<file path="src/rtl/sync_fifo_param.sv">
`default_nettype none
// ============================================================================
// Module   : sync_fifo_param
// Brief    : Parametrised single-clock FIFO with occupancy count, threshold
//            flags, sticky error flags and optional first-word-fall-through.
// Revision : 1.0 - initial release
// ============================================================================
module sync_fifo_param #(
  parameter int DATA_WIDTH = 8,
  parameter int DEPTH      = 16,
  parameter int AF_THRESH  = 14,
  parameter int AE_THRESH  = 2,
  parameter int FWFT       = 0
) (
  input  logic                      wclk,
  input  logic                      wrst_n,
  input  logic [DATA_WIDTH-1:0]     data_write,
  input  logic                      write_enable,
  input  logic                      read_enable,
  input  logic                      clr_err,
  output logic [DATA_WIDTH-1:0]     data_read,
  output logic                      wfull,
  output logic                      rempty,
  output logic                      half_full,
  output logic                      half_rempty,
  output logic                      almost_full,
  output logic                      almost_empty,
  output logic [$clog2(DEPTH):0]    count,
  output logic                      overflow,
  output logic                      underflow
);

  localparam int c_addr_w = $clog2(DEPTH);
  localparam int c_cnt_w  = c_addr_w + 1;

  localparam logic [c_cnt_w-1:0] c_depth = c_cnt_w'(DEPTH);
  localparam logic [c_cnt_w-1:0] c_half  = c_cnt_w'(DEPTH / 2);
  localparam logic [c_cnt_w-1:0] c_af    = c_cnt_w'(AF_THRESH);
  localparam logic [c_cnt_w-1:0] c_ae    = c_cnt_w'(AE_THRESH);

  // Reject illegal configurations while elaborating rather than in silicon.
  generate
    if (DEPTH < 4 || (DEPTH & (DEPTH - 1)) != 0) begin : g_bad_depth
      $error("sync_fifo_param: DEPTH must be a power of 2 and >= 4");
    end
    if (AE_THRESH < 1 || AE_THRESH >= AF_THRESH || AF_THRESH > DEPTH - 1) begin : g_bad_thresh
      $error("sync_fifo_param: need 1 <= AE_THRESH < AF_THRESH <= DEPTH-1");
    end
    if (DATA_WIDTH < 1) begin : g_bad_width
      $error("sync_fifo_param: DATA_WIDTH must be >= 1");
    end
  endgenerate

  logic [DATA_WIDTH-1:0] r_mem [DEPTH];
  logic [c_addr_w-1:0]   r_wptr;
  logic [c_addr_w-1:0]   r_rptr;
  logic [c_cnt_w-1:0]    r_count;
  logic                  r_overflow;
  logic                  r_underflow;

  logic w_full;
  logic w_empty;
  logic w_wa;
  logic w_ra;

  // Acceptance uses the flags as they stand before the edge.
  assign w_full  = (r_count == c_depth);
  assign w_empty = (r_count == '0);
  assign w_wa    = write_enable && !w_full;
  assign w_ra    = read_enable  && !w_empty;

  always_ff @(posedge wclk) begin
    if (w_wa) begin
      r_mem[r_wptr] <= data_write;
    end
  end

  always_ff @(posedge wclk or negedge wrst_n) begin
    if (!wrst_n) begin
      r_wptr <= '0;
      r_rptr <= '0;
    end else begin
      if (w_wa) begin
        r_wptr <= r_wptr + c_addr_w'(1);
      end
      if (w_ra) begin
        r_rptr <= r_rptr + c_addr_w'(1);
      end
    end
  end

  always_ff @(posedge wclk or negedge wrst_n) begin
    if (!wrst_n) begin
      r_count <= '0;
    end else begin
      case ({w_wa, w_ra})
        2'b10:   r_count <= r_count + c_cnt_w'(1);
        2'b01:   r_count <= r_count - c_cnt_w'(1);
        default: r_count <= r_count;
      endcase
    end
  end

  // A set condition wins over a clear on the same edge.
  always_ff @(posedge wclk or negedge wrst_n) begin
    if (!wrst_n) begin
      r_overflow  <= 1'b0;
      r_underflow <= 1'b0;
    end else begin
      if (write_enable && w_full) begin
        r_overflow <= 1'b1;
      end else if (clr_err) begin
        r_overflow <= 1'b0;
      end
      if (read_enable && w_empty) begin
        r_underflow <= 1'b1;
      end else if (clr_err) begin
        r_underflow <= 1'b0;
      end
    end
  end

  generate
    if (FWFT != 0) begin : g_fwft
      assign data_read = w_empty ? '0 : r_mem[r_rptr];
    end else begin : g_std
      logic [DATA_WIDTH-1:0] r_data_read;
      always_ff @(posedge wclk or negedge wrst_n) begin
        if (!wrst_n) begin
          r_data_read <= '0;
        end else if (w_ra) begin
          r_data_read <= r_mem[r_rptr];
        end
      end
      assign data_read = r_data_read;
    end
  endgenerate

  assign count        = r_count;
  assign wfull        = w_full;
  assign rempty       = w_empty;
  assign half_full    = (r_count >= c_half);
  assign half_rempty  = (r_count <= c_half);
  assign almost_full  = (r_count >= c_af);
  assign almost_empty = (r_count <= c_ae);
  assign overflow     = r_overflow;
  assign underflow    = r_underflow;

endmodule
`default_nettype wire

</file>
<file path="config.mk">
export PLATFORM = sky130hd
export DESIGN_NAME = sync_fifo_param
export DESIGN_NICKNAME = d
export VERILOG_FILES = /design/src/rtl/sync_fifo_param.sv
export SDC_FILE = /design/constraint.sdc
export NUM_CORES = 1
export LEC_CHECK = 0
export ABC_CLOCK_PERIOD_IN_PS = 5900
export CAP_MARGIN = 20
export CORE_MARGIN = 2
export CORE_UTILIZATION = 60
export CTS_BUF_LIST = sky130_fd_sc_hd__clkbuf_16
export DETAILED_ROUTE_END_ITERATION = 12
export GPL_TIMING_DRIVEN = 0
export PLACE_DENSITY = 0.81
export SETUP_SLACK_MARGIN = 0.05
export SYNTH_ARGS = -nofsm -noshare
export SYNTH_HDL_FRONTEND = slang
export SYNTH_SLANG_ARGS = --single-unit
</file>
<file path="constraint.sdc">
create_clock -name wclk -period 5.9 [get_ports wclk]
set_input_delay 1.18 -clock wclk [delete_from_list [all_inputs] [get_ports wclk]]
set_output_delay 1.18 -clock wclk [all_outputs]
set_load 0.05 [all_outputs]
</file>
* Word-level counts from Yosys, hierarchy flattened
Memory sizes are Yosys's and may differ from the RTL's. A register that Yosys moved wholly into a read port is not among the register bits.
Cells that the tools add are included.
** Storage, ports and cells
- Word-level logic and storage cells :: 34
- Input port bits :: 13
- Register bits after elaboration :: 15
- Memories :: 1
- Memory bits (writable) :: 128
** Cells by class
- Equality and inequality tests :: 3
- $add $sub $neg :: 4
- Magnitude comparators :: 4
- Reductions and logical operators :: 11
- Multiplexer cells :: 6
** Memory list
- r_mem :: depth 16, width 8, read ports 1, clocked after Yosys merged registers in 1, write ports 1, RTL line 54 : logic [DATA_WIDTH-1:0] r_mem [DEPTH];
** Operator list (number)
- $ge 5x4->1 const B :: 2
- $pmux 5 s2 :: 1
- $add 4x1->4 const B :: 2
- $reduce_bool 2->1 :: 3
- $add 5x1->5 const B :: 1
- $eq 5x5->1 const B :: 1
- $le 5x2->1 const B :: 1
- $le 5x4->1 const B :: 1
- $logic_not 5->1 :: 1
- $mux 1 :: 5
- $sub 5x1->5 const B :: 1
- $logic_and 1x1->1 :: 4
- $logic_not 1->1 :: 3
- $eq 2x1->1 const B :: 1
- $eq 2x2->1 const B :: 1

* Longest topological paths before layout
Gate-level depths: netlist of run 1.
- Depth in word-level cells :: 5
- Gate-level depth with buffers :: 12
- Gate-level depth less buffers :: 10

* Worst setup path after synthesis of run 1
OpenSTA, ideal clock, no wires.
- Path type :: reg2out
- Start :: register r_count[4] (netlist: count[4])
- End :: output almost_empty
- Cell stages (with the launch flop) :: 3
- Arrival :: 2.349 ns
- Data required time :: 4.720 ns
- Buffers on the path :: 0
- Path slack :: 2.371 ns
- Cells stage by stage :: dfrtp_1 -> or2_2 -> a211oi_1
** Between the ends
- Longest elaborated chain between the ends :: 1
** RTL lines
- start, declared :: RTL line 57 : logic [c_cnt_w-1:0] r_count;
- start signal, assigned :: RTL line 97 : 2'b10: r_count <= r_count + c_cnt_w'(1);
- start signal, assigned :: RTL line 98 : 2'b01: r_count <= r_count - c_cnt_w'(1);
- start signal, assigned :: RTL line 99 : default: r_count <= r_count;
- $le 5x2->1 :: RTL line 145 : assign almost_empty = (r_count <= c_ae);
- end, declared :: RTL line 27 : output logic almost_empty,
Every way passes these cells.

* Final worst setup path of run 1
- Start :: register r_count[0] (netlist: count[0])
- End :: output wfull
** Between the ends
- Longest elaborated chain between the ends :: 1
** RTL lines
- $eq 5x5->1 :: RTL line 67 : assign w_full = (r_count == c_depth);
- end, declared :: RTL line 22 : output logic wfull,
Every way passes these cells.

==> reports/qor.yml, run 1 <==
run_status:
  status: "finished clean"
synth:
  synth_cells: 325
  synthMuxAreaShare_pct: 14.4
  synth_top_family_by_area: "multiplexers"
  synthesis.area_um2: 6160
  synth-edff-count: 128
  syn-num-nets: 347
  synth_compound_area_share_pct: 4.65
  syn_area_per_cell_um2: 18.9
  synth_most_common_cell: "edfxtp_1"
  yosys_warnings: 0
  async_flop_share_pct: 15.2
  ys.flop_type: "edfxtp_1"
  synth-xor-area-share_pct: 1.56
  synth_fa_ha_area_share_pct: 1.83
  synth_simple_gate_area_share_pct: 3.58
  netlist.area_leader.share_pct: 62.4
  ys_top_cells_by_count: "edfxtp_1 (128), dfrtp_1 (23), mux4_2 (18)"
  ys_seq_area_share_pct: 71.8
  synth_top_cells_by_area: "edfxtp_1 (62%), dfrtp_1 (9.3%), mux4_2 (6.6%), mux4_1 (6.0%), ha_1 (1.8%)"
  synthDistinctLibCells: 41
  ys_ff_latch: 151
  synth_top_area_cell: "edfxtp_1"
cts:
  clock_latency_ns: 0.41
  cts_buffer_depth: 2
  postCtsSetupBuffers: 0
  cts_hold_buf: 0
  cts_resized: 0
  clock-sinks: 151
  clk_pin_slew_ns: 0.06
  cts_tree: "built"
  cts_inserted_buffers: 17
  cts_root_buffer: "clkbuf_16"
  htree_levels: 4
placement:
  place_inst: 495
  gp_congestion: 0.804
  dp_hpwl_mm: 7.72
  port_buffers: 33
critical_path:
  cp_slowest_cell: "clkdlybuf4s50_1"
  critPathCaptureType: "primary output"
  cp_cell_sequence: "or4_4 > nor2_1 > clkdlybuf4s50_1"
  startpoint_type: "flip-flop"
  crit_required_ns: 4.72
  cp_max_fo: 9
  critPathTopFamily: "buffers and inverters"
  arrival_ns: 2.49
  path_buf_inv: 1
  critPathKind: "flip-flop to primary output"
  slowest_delay_ns: 0.82
cells_and_area:
  drive_above_1_share_pct: 20.3
  antenna_cells: 0
  finalNonFillerCells: 528
  area_growth_pct: 18.4
  final_nets: 404
hold_path:
  hold_class: "flip-flop to flip-flop"
global_route:
  grt_first_pass_wirelength_mm: 19.4
  antenna_found_initial: 0
  grt_pass1_vias: 3384
  grt-ovfl-total: 0
  grt_max_degree: 24
  grt_usage_pct: 24.5
timing:
  maxSlewViolCount: 0
  fmax_ghz: 0.272
  rsz0062_at_grt: "false"
  fin_tns_setup_ns: 0
  setup_violations: 0
  finClkSkew_ns: 0.00779
  hold_violations: 0
  tightest_slew_ns: 0.972
  period_minus_slack_ns: 3.67
  fin_crit_sh_pct: 62.2
  slew_headroom_pct: 35.0
power:
  pwr_density_cell_nw_per_um2: 519
  irDropWorstVdd_uv: 308
  p_leak_nw: 2.53
  total_power_mw: 3.79
job:
  max-cap-violations: 0
detailed_routing:
  route.detailed.drc: 0
  routedWlPerCell_um: 23.7
  drtIter0Drc: 327
  vias: 3287
  firstDrtPassIters: 4
  via_per_inst: 6.23
  routed_wirelength_mm: 12.5
  postRouteAntennaNets: 0
floorplan:
  die_w_um: 105
  die_h_um: 105
  ioPinCount: 34
  rows: 36
  initial_utilization_pct: 62.4
  core-area_um2: 9860
  die_area_um2: 11100
worst paths after layout:
path,startpoint,slack (ns),cells past startpoint,end
worst max-delay path,count[0],2.23,3,wfull
worst min-delay path,overflow,0.51,1,overflow
worst max register to register,count[1],2.89,12,count[4]
worst min register to register,overflow,0.51,1,overflow
max in group asynchronous,wrst_n,4.48,2,data_read[4]
min in group asynchronous,wrst_n,1.02,1,count[0]
stage by stage:
| step | setup WS [ns] | hold slack [ns] | util (%) | area (um2) |
|---|---|---|---|---|
| detailed placement | 1.94 | 0.499 | 67.8 | 6690 |
| floorplan | 2.37 | 0.557 | - | 6160 |
| global placement | 2.00 | 0.501 | 67.5 | 6660 |
| finish | 2.23 | 0.506 | 73.9 | 7290 |
| CTS | 2.21 | 0.514 | 73.6 | 7260 |
| global route | 2.15 | 0.531 | 73.9 | 7290 |
cells in the final DEF (no fill, tap or decap), types with 5 or more instances in the layout:
cell             count
mux2_2              10
mux4_2              18
clkbuf_1             7
ha_1                 9
edfxtp_1           128
clkbuf_16           17
o22ai_1             16
nand2_1              8
dfrtp_1             23
clkdlybuf4s50_1     33
a21oi_1             12
buf_2                7
xnor2_1              7
buf_4                5
inv_1                8
nor2_1              17
mux4_1              14
where the power goes:
part | internal [mW] | leakage (nW) | total (mW) | switching, mW
registers | 1.33 | 1.42 | 1.42 | 0.0970
clock network | 0.625 | 0.292 | 1.06 | 0.430
logic | 0.548 | 0.815 | 1.31 | 0.760
total | 2.50 | 2.53 | 3.79 | 1.29
registers in the layout, indices dropped and copies added, names as in the netlist:
register / cells
count: 5
data_read: 8
overflow: 1
r_mem: 128
r_rptr: 4
r_wptr: 4
underflow: 1
layer usage:
metal | wire length, um | share of wire, % | global-route usage, %
met5 | 0 | 0 | 0
met4 | 215 | 1.7 | 9.52
met3 | 820 | 6.5 | 5.94
met2 | 6600 | 53 | 40.8
met1 | 4890 | 39 | 31.6
layout make-up:
type	count	area (um2)
Sequential cell	151	4420
Fill cell	523	2570
Multi-Input combinational cell	149	1600
Clock buffer	17	425
Timing Repair Buffer	38	388
Tap cell	133	166
Clock inverter	15	154
Buffer	19	115
Inverter	6	22.5
cell families (layout without fill, tap and decap cells):
| logic type | after synthesis | in the layout |
|---|---|---|
| DFF | 151 | 151 |
| and+or+nand+nor | 44 | 44 |
| AOI/OAI and AO/OA | 43 | 43 |
| xor gates and xnor gates | 11 | 11 |
| muxes | 42 | 42 |
| buffers and inverters | 25 | 95 |
| adders and majority gates | 9 | 9 |
worst reg2reg max path: cells and delay by family, from the launching register on:
| kind | cells | cell delay (ns) |
|---|---|---|
| adder cells (fa/ha/maj) | 2 | 0.46 |
| buffers and inverters | 3 | 0.63 |
| XOR/XNOR | 2 | 0.33 |
| flip-flops | 1 | 0.39 |
| AND/OR/NAND/NOR | 1 | 0.39 |
| AO/OA/AOI/OAI | 4 | 0.68 |
(Power assumes the default switching activity.)
==> run 2: changes to the inputs <==
- ABC_CLOCK_PERIOD_IN_PS: 5900 -> 2970
- CORE_UTILIZATION: 60 -> 53
- PLACE_DENSITY: 0.81 -> 0.76
- clock period: 5.9 -> 2.97 ns (I/O delays scaled with it)
==> reports/qor.yml, run 2 (synthesis gave the netlist of run 1 again) <==
critical_path:
  startpoint_type: "flip-flop"  # unchanged
  crit_required_ns: 2.38  # was 4.72 ns
  critPathKind: "flip-flop to primary output"  # unchanged
  slowest_delay_ns: 0.83  # was 0.82 ns
  path_buf_inv: 1  # unchanged
  arrival_ns: 2.24  # was 2.49 ns
  cp_cell_sequence: "or2_2 > a211oi_2 > clkdlybuf4s50_1"  # was or4_4 > nor2_1 > clkdlybuf4s50_1
  critPathCaptureType: "primary output"  # unchanged
  critPathTopFamily: "buffers and inverters"  # unchanged
  cp_max_fo: 7  # was 9
  cp_slowest_cell: "clkdlybuf4s50_1"  # unchanged
detailed_routing:
  via_per_inst: 6.01  # was 6.23
  routed_wirelength_mm: 12.1  # was 12.5 mm
  route.detailed.drc: 0  # unchanged
  vias: 3230  # was 3,287
  routedWlPerCell_um: 22.5  # was 23.7 um
  firstDrtPassIters: 5  # was 4
  drtIter0Drc: 316  # was 327
  postRouteAntennaNets: 0  # unchanged
power:
  pwr_density_cell_nw_per_um2: 1040  # was 519 nW/um2
  internal_power_mw: 5.12  # was 2.50 mW
  p_leak_nw: 2.56  # was 2.53 nW
  p_sw_mw: 2.53  # was 1.29 mW
  clockPowerShare_pct: 28.9  # was 27.9%
  switching_share_pct: 33.1  # was 34.0%
  irDropWorstVdd_uv: 866  # was 308 uV
  power_frac_seq_pct: 37.1  # was 37.6%
  p_comb_share_pct: 34.0  # was 34.5%
placement:
  gp_congestion: 0.827  # was 0.804
  place_inst: 505  # was 495
  port_buffers: 33  # unchanged
  dp_hpwl_mm: 7.60  # was 7.72 mm
  dp_slack_ns: -0.457  # was 1.94 ns
  placed_area_um2: 6700  # was 6690 um2
cells_and_area:
  finalNonFillerCells: 537  # was 528
  final_cell_mix: "edfxtp_1 (128), clkdlybuf4s50_1 (30), dfrtp_1 (21), mux4_2 (18)"  # was edfxtp_1 (128), clkdlybuf4s50_1 (33), dfrtp_1 (23), mux4_2 (18)
  antenna_cells: 0  # unchanged
  final_nets: 404  # unchanged
  largest_register_ff_count: 128  # unchanged
  largest_register: "r_mem"  # unchanged
  area_growth_pct: 19.5  # was 18.4%
  drive_above_1_share_pct: 21.6  # was 20.3%
  design_area_um2: 7360  # was 7290 um2
  layout_commonest_cell: "edfxtp_1"  # unchanged
run_status:
  status: "finished clean"  # unchanged
floorplan:
  initial_utilization_pct: 54.2  # was 62.4%
  die_w_um: 112  # was 105 um
  ioPinCount: 34  # unchanged
  rows: 39  # was 36
  die_area_um2: 12500  # was 11,100 um2
  die_h_um: 112  # was 105 um
  core-area_um2: 11400  # was 9860 um2
timing:
  slew_headroom_pct: 45.7  # was 35.0%
  fmax_ghz: 0.353
  period_minus_slack_ns: 2.83
  setup_violations: 0  # unchanged
  rsz0062_at_grt: "false"  # unchanged
  tightest_slew_ns: 0.812  # was 0.972 ns
  finClkSkew_ns: 0.00695  # was 0.00779 ns
  hold_violations: 0  # unchanged
  setup_slack_ns: 0.141  # was 2.23 ns
  maxSlewViolCount: 0  # unchanged
  fin_crit_sh_pct: 95.3
global_route:
  grt-ovfl-total: 0  # unchanged
  antenna_found_initial: 0  # unchanged
  grt_first_pass_wirelength_mm: 18.7  # was 19.4 mm
  grt_max_degree: 24  # unchanged
  grt_pass1_vias: 3240  # was 3,384
  grt_usage_pct: 20.6  # was 24.5%
hold_path:
  hold_class: "input port to asynchronous set/reset pin"  # was flip-flop to flip-flop
job:
  max-cap-violations: 0  # unchanged
cts:
  cts_tree: "built"  # unchanged
  cts_root_buffer: "clkbuf_16"  # unchanged
  cts_inserted_buffers: 17  # unchanged
  clock_latency_ns: 0.42  # was 0.41 ns
  clock-sinks: 151  # unchanged
  postCtsSetupBuffers: 0  # unchanged
  htree_levels: 4  # unchanged
  clk_pin_slew_ns: 0.06  # about the same
  cts_buffer_depth: 2  # unchanged
## run 2: cell types whose count changed in the layout (fill, tap and decap cells not counted), sizes merged
cell,previous run,this run
dlygate4sd2,0,3
clkdlybuf4s50,33,30
clkbuf,24,23
clkinv,6,8
bufinv,2,4
buf,17,18
inv,12,7
## run 2: what timing repair did
item | in CTS | in global routing
resized for setup | 5 | 6
hold buffers | 0 | 0
pin swaps | 0 | 1
setup endpoints to repair | 5 | 2
gates cloned | 0 | 0
## run 2: area by class of cell
type	count	area (um2)
sequential	151	4420
fill	751	4010
multi-input combinational	149	1630
clock buffer	17	425
timing repair buffer	38	382
clock inverter	14	183
tap	143	179
buffer	19	119
inverter	6	22.5
## run 2: per-stage QoR
| step | power [mW] | TNS, ns | hold slack (ns) | util (%) |
|---|---|---|---|---|
| 2_1_floorplan | 4.67 | 0 | 0.298 | - |
| 3_3_place_gp | 5.37 | -4.60 | 0.495 | 58.7 |
| 3_5_place_dp | 5.44 | -1.08 | 0.508 | 58.9 |
| 4_1_cts | 7.67 | 0 | 0.521 | 64.3 |
| 5_1_grt | 7.94 | 0 | 0.435 | 64.7 |
| 6_report | 7.65 | 0 | 0.419 | 64.7 |
## run 2: layer usage
metal	wire length [um]	vias up	global-route usage, %
met3	757	23	5.12
met1	5150	1639	28.6
li1	-	1433	-
met4	285	0	7.98
met2	5910	135	32.1
met5	0	-	0
## run 2: worst reg2reg max path: stages (launching register included)
cell      delay [ns]
dfrtp_2         0.42
buf_2           0.20
nor4_4          0.28
a21boi_2        0.13
buf_4           0.20
ha_1            0.21
buf_2           0.18
xor2_1          0.15
ha_1            0.22
o211a_1         0.23
o31ai_1         0.19
a31oi_1         0.09
xnor2_1         0.14
## run 2: worst paths after layout
check                      slack, ns  cells past startpoint     start      endpoint
setup / recovery                0.14                      3  count[4]  almost_empty
hold / removal                  0.42                      1    wrst_n      count[3]
setup reg to reg                0.22                     12  count[1]      count[4]
hold reg to reg                 0.51                      1  overflow      overflow
max in group asynchronous       2.15                      2    wrst_n     r_wptr[1]
min in group wclk               0.51                      1  overflow      overflow
## run 2: power by group through the flow
| stage | sequential, mW | combinational (mW) | clock (mW) |
|---|---|---|---|
| floorplan | 3.13 | 1.54 | 0 |
| global placement | 2.84 | 2.53 | 0 |
| detailed placement | 2.86 | 2.58 | 0 |
| CTS | 2.83 | 2.61 | 2.22 |
| global route | 2.87 | 2.78 | 2.30 |
| finish | 2.84 | 2.60 | 2.21 |
==> run 3: changes to the inputs <==
- RECOVER_POWER: unset -> 50
==> reports/qor.yml, run 3 (synthesis gave the netlist of run 1 again) <==
timing:
  period_minus_slack_ns: 2.83  # about the same
  setup_violations: 0  # unchanged
  hold_violations: 0  # unchanged
  tightest_slew_ns: 1.20  # was 0.812 ns
  maxSlewViolCount: 0  # unchanged
  fmax_ghz: 0.353  # about the same
  setup_slack_ns: 0.137  # was 0.141 ns
  rsz0062_at_grt: "false"  # unchanged
  slew_headroom_pct: 20.0  # was 45.7%
  fin_crit_sh_pct: 95.4  # was 95.3%
  finClkSkew_ns: 0.00753  # was 0.00695 ns
detailed_routing:
  postRouteAntennaNets: 0  # unchanged
  routed_wirelength_mm: 12.0  # was 12.1 mm
  drtIter0Drc: 292  # was 316
  routedWlPerCell_um: 22.4  # was 22.5 um
  firstDrtPassIters: 4  # was 5
  via_per_inst: 6.02  # was 6.01
  vias: 3233  # was 3,230
  route.detailed.drc: 0  # unchanged
placement:
  dp_slack_ns: -0.457  # unchanged
  place_inst: 505  # unchanged
  dp_hpwl_mm: 7.60  # unchanged
  placed_area_um2: 6700  # unchanged
  gp_congestion: 0.827  # unchanged
  port_buffers: 33  # unchanged
floorplan:
  die_w_um: 112  # unchanged
  die_h_um: 112  # unchanged
  rows: 39  # unchanged
  ioPinCount: 34  # unchanged
  initial_utilization_pct: 54.2  # unchanged
  core-area_um2: 11400  # unchanged
  die_area_um2: 12500  # unchanged
critical_path:
  critPathCaptureType: "primary output"  # unchanged
  startpoint_type: "flip-flop"  # unchanged
  crit_required_ns: 2.38  # about the same
  arrival_ns: 2.24  # about the same
  ff2ff_setup_slack_ns: 0.25  # was 0.22 ns
  r2r-start: "count[1]"  # unchanged
  r2r_cells: 12  # unchanged
  regToRegEndpoint: "count[4]"  # unchanged
  cp_max_fo: 9  # was 7
  critPathKind: "flip-flop to primary output"  # unchanged
cts:
  cts_hold_buf: 0  # unchanged
  cts_root_buffer: "clkbuf_16"  # unchanged
  clk_pin_slew_ns: 0.06  # about the same
  clock-sinks: 151  # unchanged
  cts_buffer_depth: 2  # unchanged
  cts_inserted_buffers: 17  # unchanged
  clock_latency_ns: 0.42  # about the same
  htree_levels: 4  # unchanged
  cts_tree: "built"  # unchanged
  postCtsSetupBuffers: 0  # unchanged
cells_and_area:
  area_growth_pct: 19.0  # was 19.5%
  fillers: 757  # was 751
  antenna_cells: 0  # unchanged
  largest_register_ff_count: 128  # unchanged
  layout_commonest_cell: "edfxtp_1"  # unchanged
  design_area_um2: 7330  # was 7360 um2
  final_util_pct: 64.5  # was 64.7%
  finalNonFillerCells: 537  # unchanged
  final_nets: 404  # unchanged
  drive_above_1_share_pct: 20.8  # was 21.6%
  largest_register: "r_mem"  # unchanged
  final_cell_mix: "edfxtp_1 (128), dfrtp_1 (21), clkdlybuf4s50_1 (20), mux4_2 (18)"  # was edfxtp_1 (128), clkdlybuf4s50_1 (30), dfrtp_1 (21), mux4_2 (18)
global_route:
  grt_first_pass_wirelength_mm: 18.7  # unchanged
  antenna_found_initial: 0  # unchanged
  grt_max_degree: 24  # unchanged
  grt_pass1_vias: 3240  # unchanged
  grt_usage_pct: 20.6  # unchanged
  grt-ovfl-total: 0  # unchanged
power:
  irDropWorstVdd_uv: 865  # was 866 uV
  pwr_density_cell_nw_per_um2: 1040  # about the same
  p_leak_nw: 2.55  # was 2.56 nW
job:
  max-cap-violations: 0  # unchanged
hold_path:
  hold_class: "input port to asynchronous set/reset pin"  # unchanged
run_status:
  status: "finished clean"  # unchanged
==> run 3: cell type report <==
cell class,instances,area (um2),share of cell area (%)
inverter,6,22.5,0.307
clock buffer,17,425,5.80
clock inverter,14,183,2.49
timing repair buffer,38,358,4.88
multi-input combinational,149,1620,22.1
buffer,19,118,1.60
tap,143,179,2.44
sequential,151,4420,60.3
==> run 3: metrics by stage <==
step / hold slack (ns) / TNS [ns] / power, mW
6_report: 0.438 / 0 / 7.63
5_1_grt: 0.456 / 0 / 7.93
4_1_cts: 0.521 / 0 / 7.67
3_5_place_dp: 0.508 / -1.08 / 5.44
3_3_place_gp: 0.495 / -4.60 / 5.37
2_1_floorplan: 0.298 / 0 / 4.67
==> run 3: worst max-delay path, cell delays in order (launching register included) <==
cell and delay (ns):
dfrtp_2 0.48, or4_1 0.62, nor2_1 0.17, dlygate4sd2_1 0.54
==> run 3: worst max-delay path by stage <==
| stage | start | to | slack [ns] | depth (start not counted) |
|---|---|---|---|---|
| global placement | read_enable | count[4] | -0.35 | 11 |
| CTS | count[1] | count[4] | 0.06 | 12 |
| detailed placement | read_enable | count[4] | -0.46 | 11 |
| finish | count[0] | rempty | 0.14 | 3 |
| global route | read_enable | count[4] | 0.08 | 11 |
| floorplan | count[1] | count[4] | 0.13 | 12 |
==> run 3: power by group <==
| part | switching (mW) | internal (mW) | leakage [nW] |
|---|---|---|---|
| Clock | 0.815 | 1.39 | 0.300 |
| Combinational | 1.51 | 1.08 | 0.827 |
| Sequential | 0.194 | 2.64 | 1.42 |
| Total | 2.52 | 5.11 | 2.55 |
==> run 3: timing repair <==
item                                   in CTS  in global routing
pin swaps                                   0                  1
endpoints found under the hold margin       0                  0
setup endpoints to repair                   5                  2
gates resized for setup                     5                  6
==> run 3: routing by layer <==
layer  wire length, um  global-route usage [%]  up-vias
li1                  -                       -     1434
met4               301                    7.98        0
met2              5820                    32.1      124
met1              5220                    28.6     1652
met3               699                    5.12       23
met5                 0                       0        -
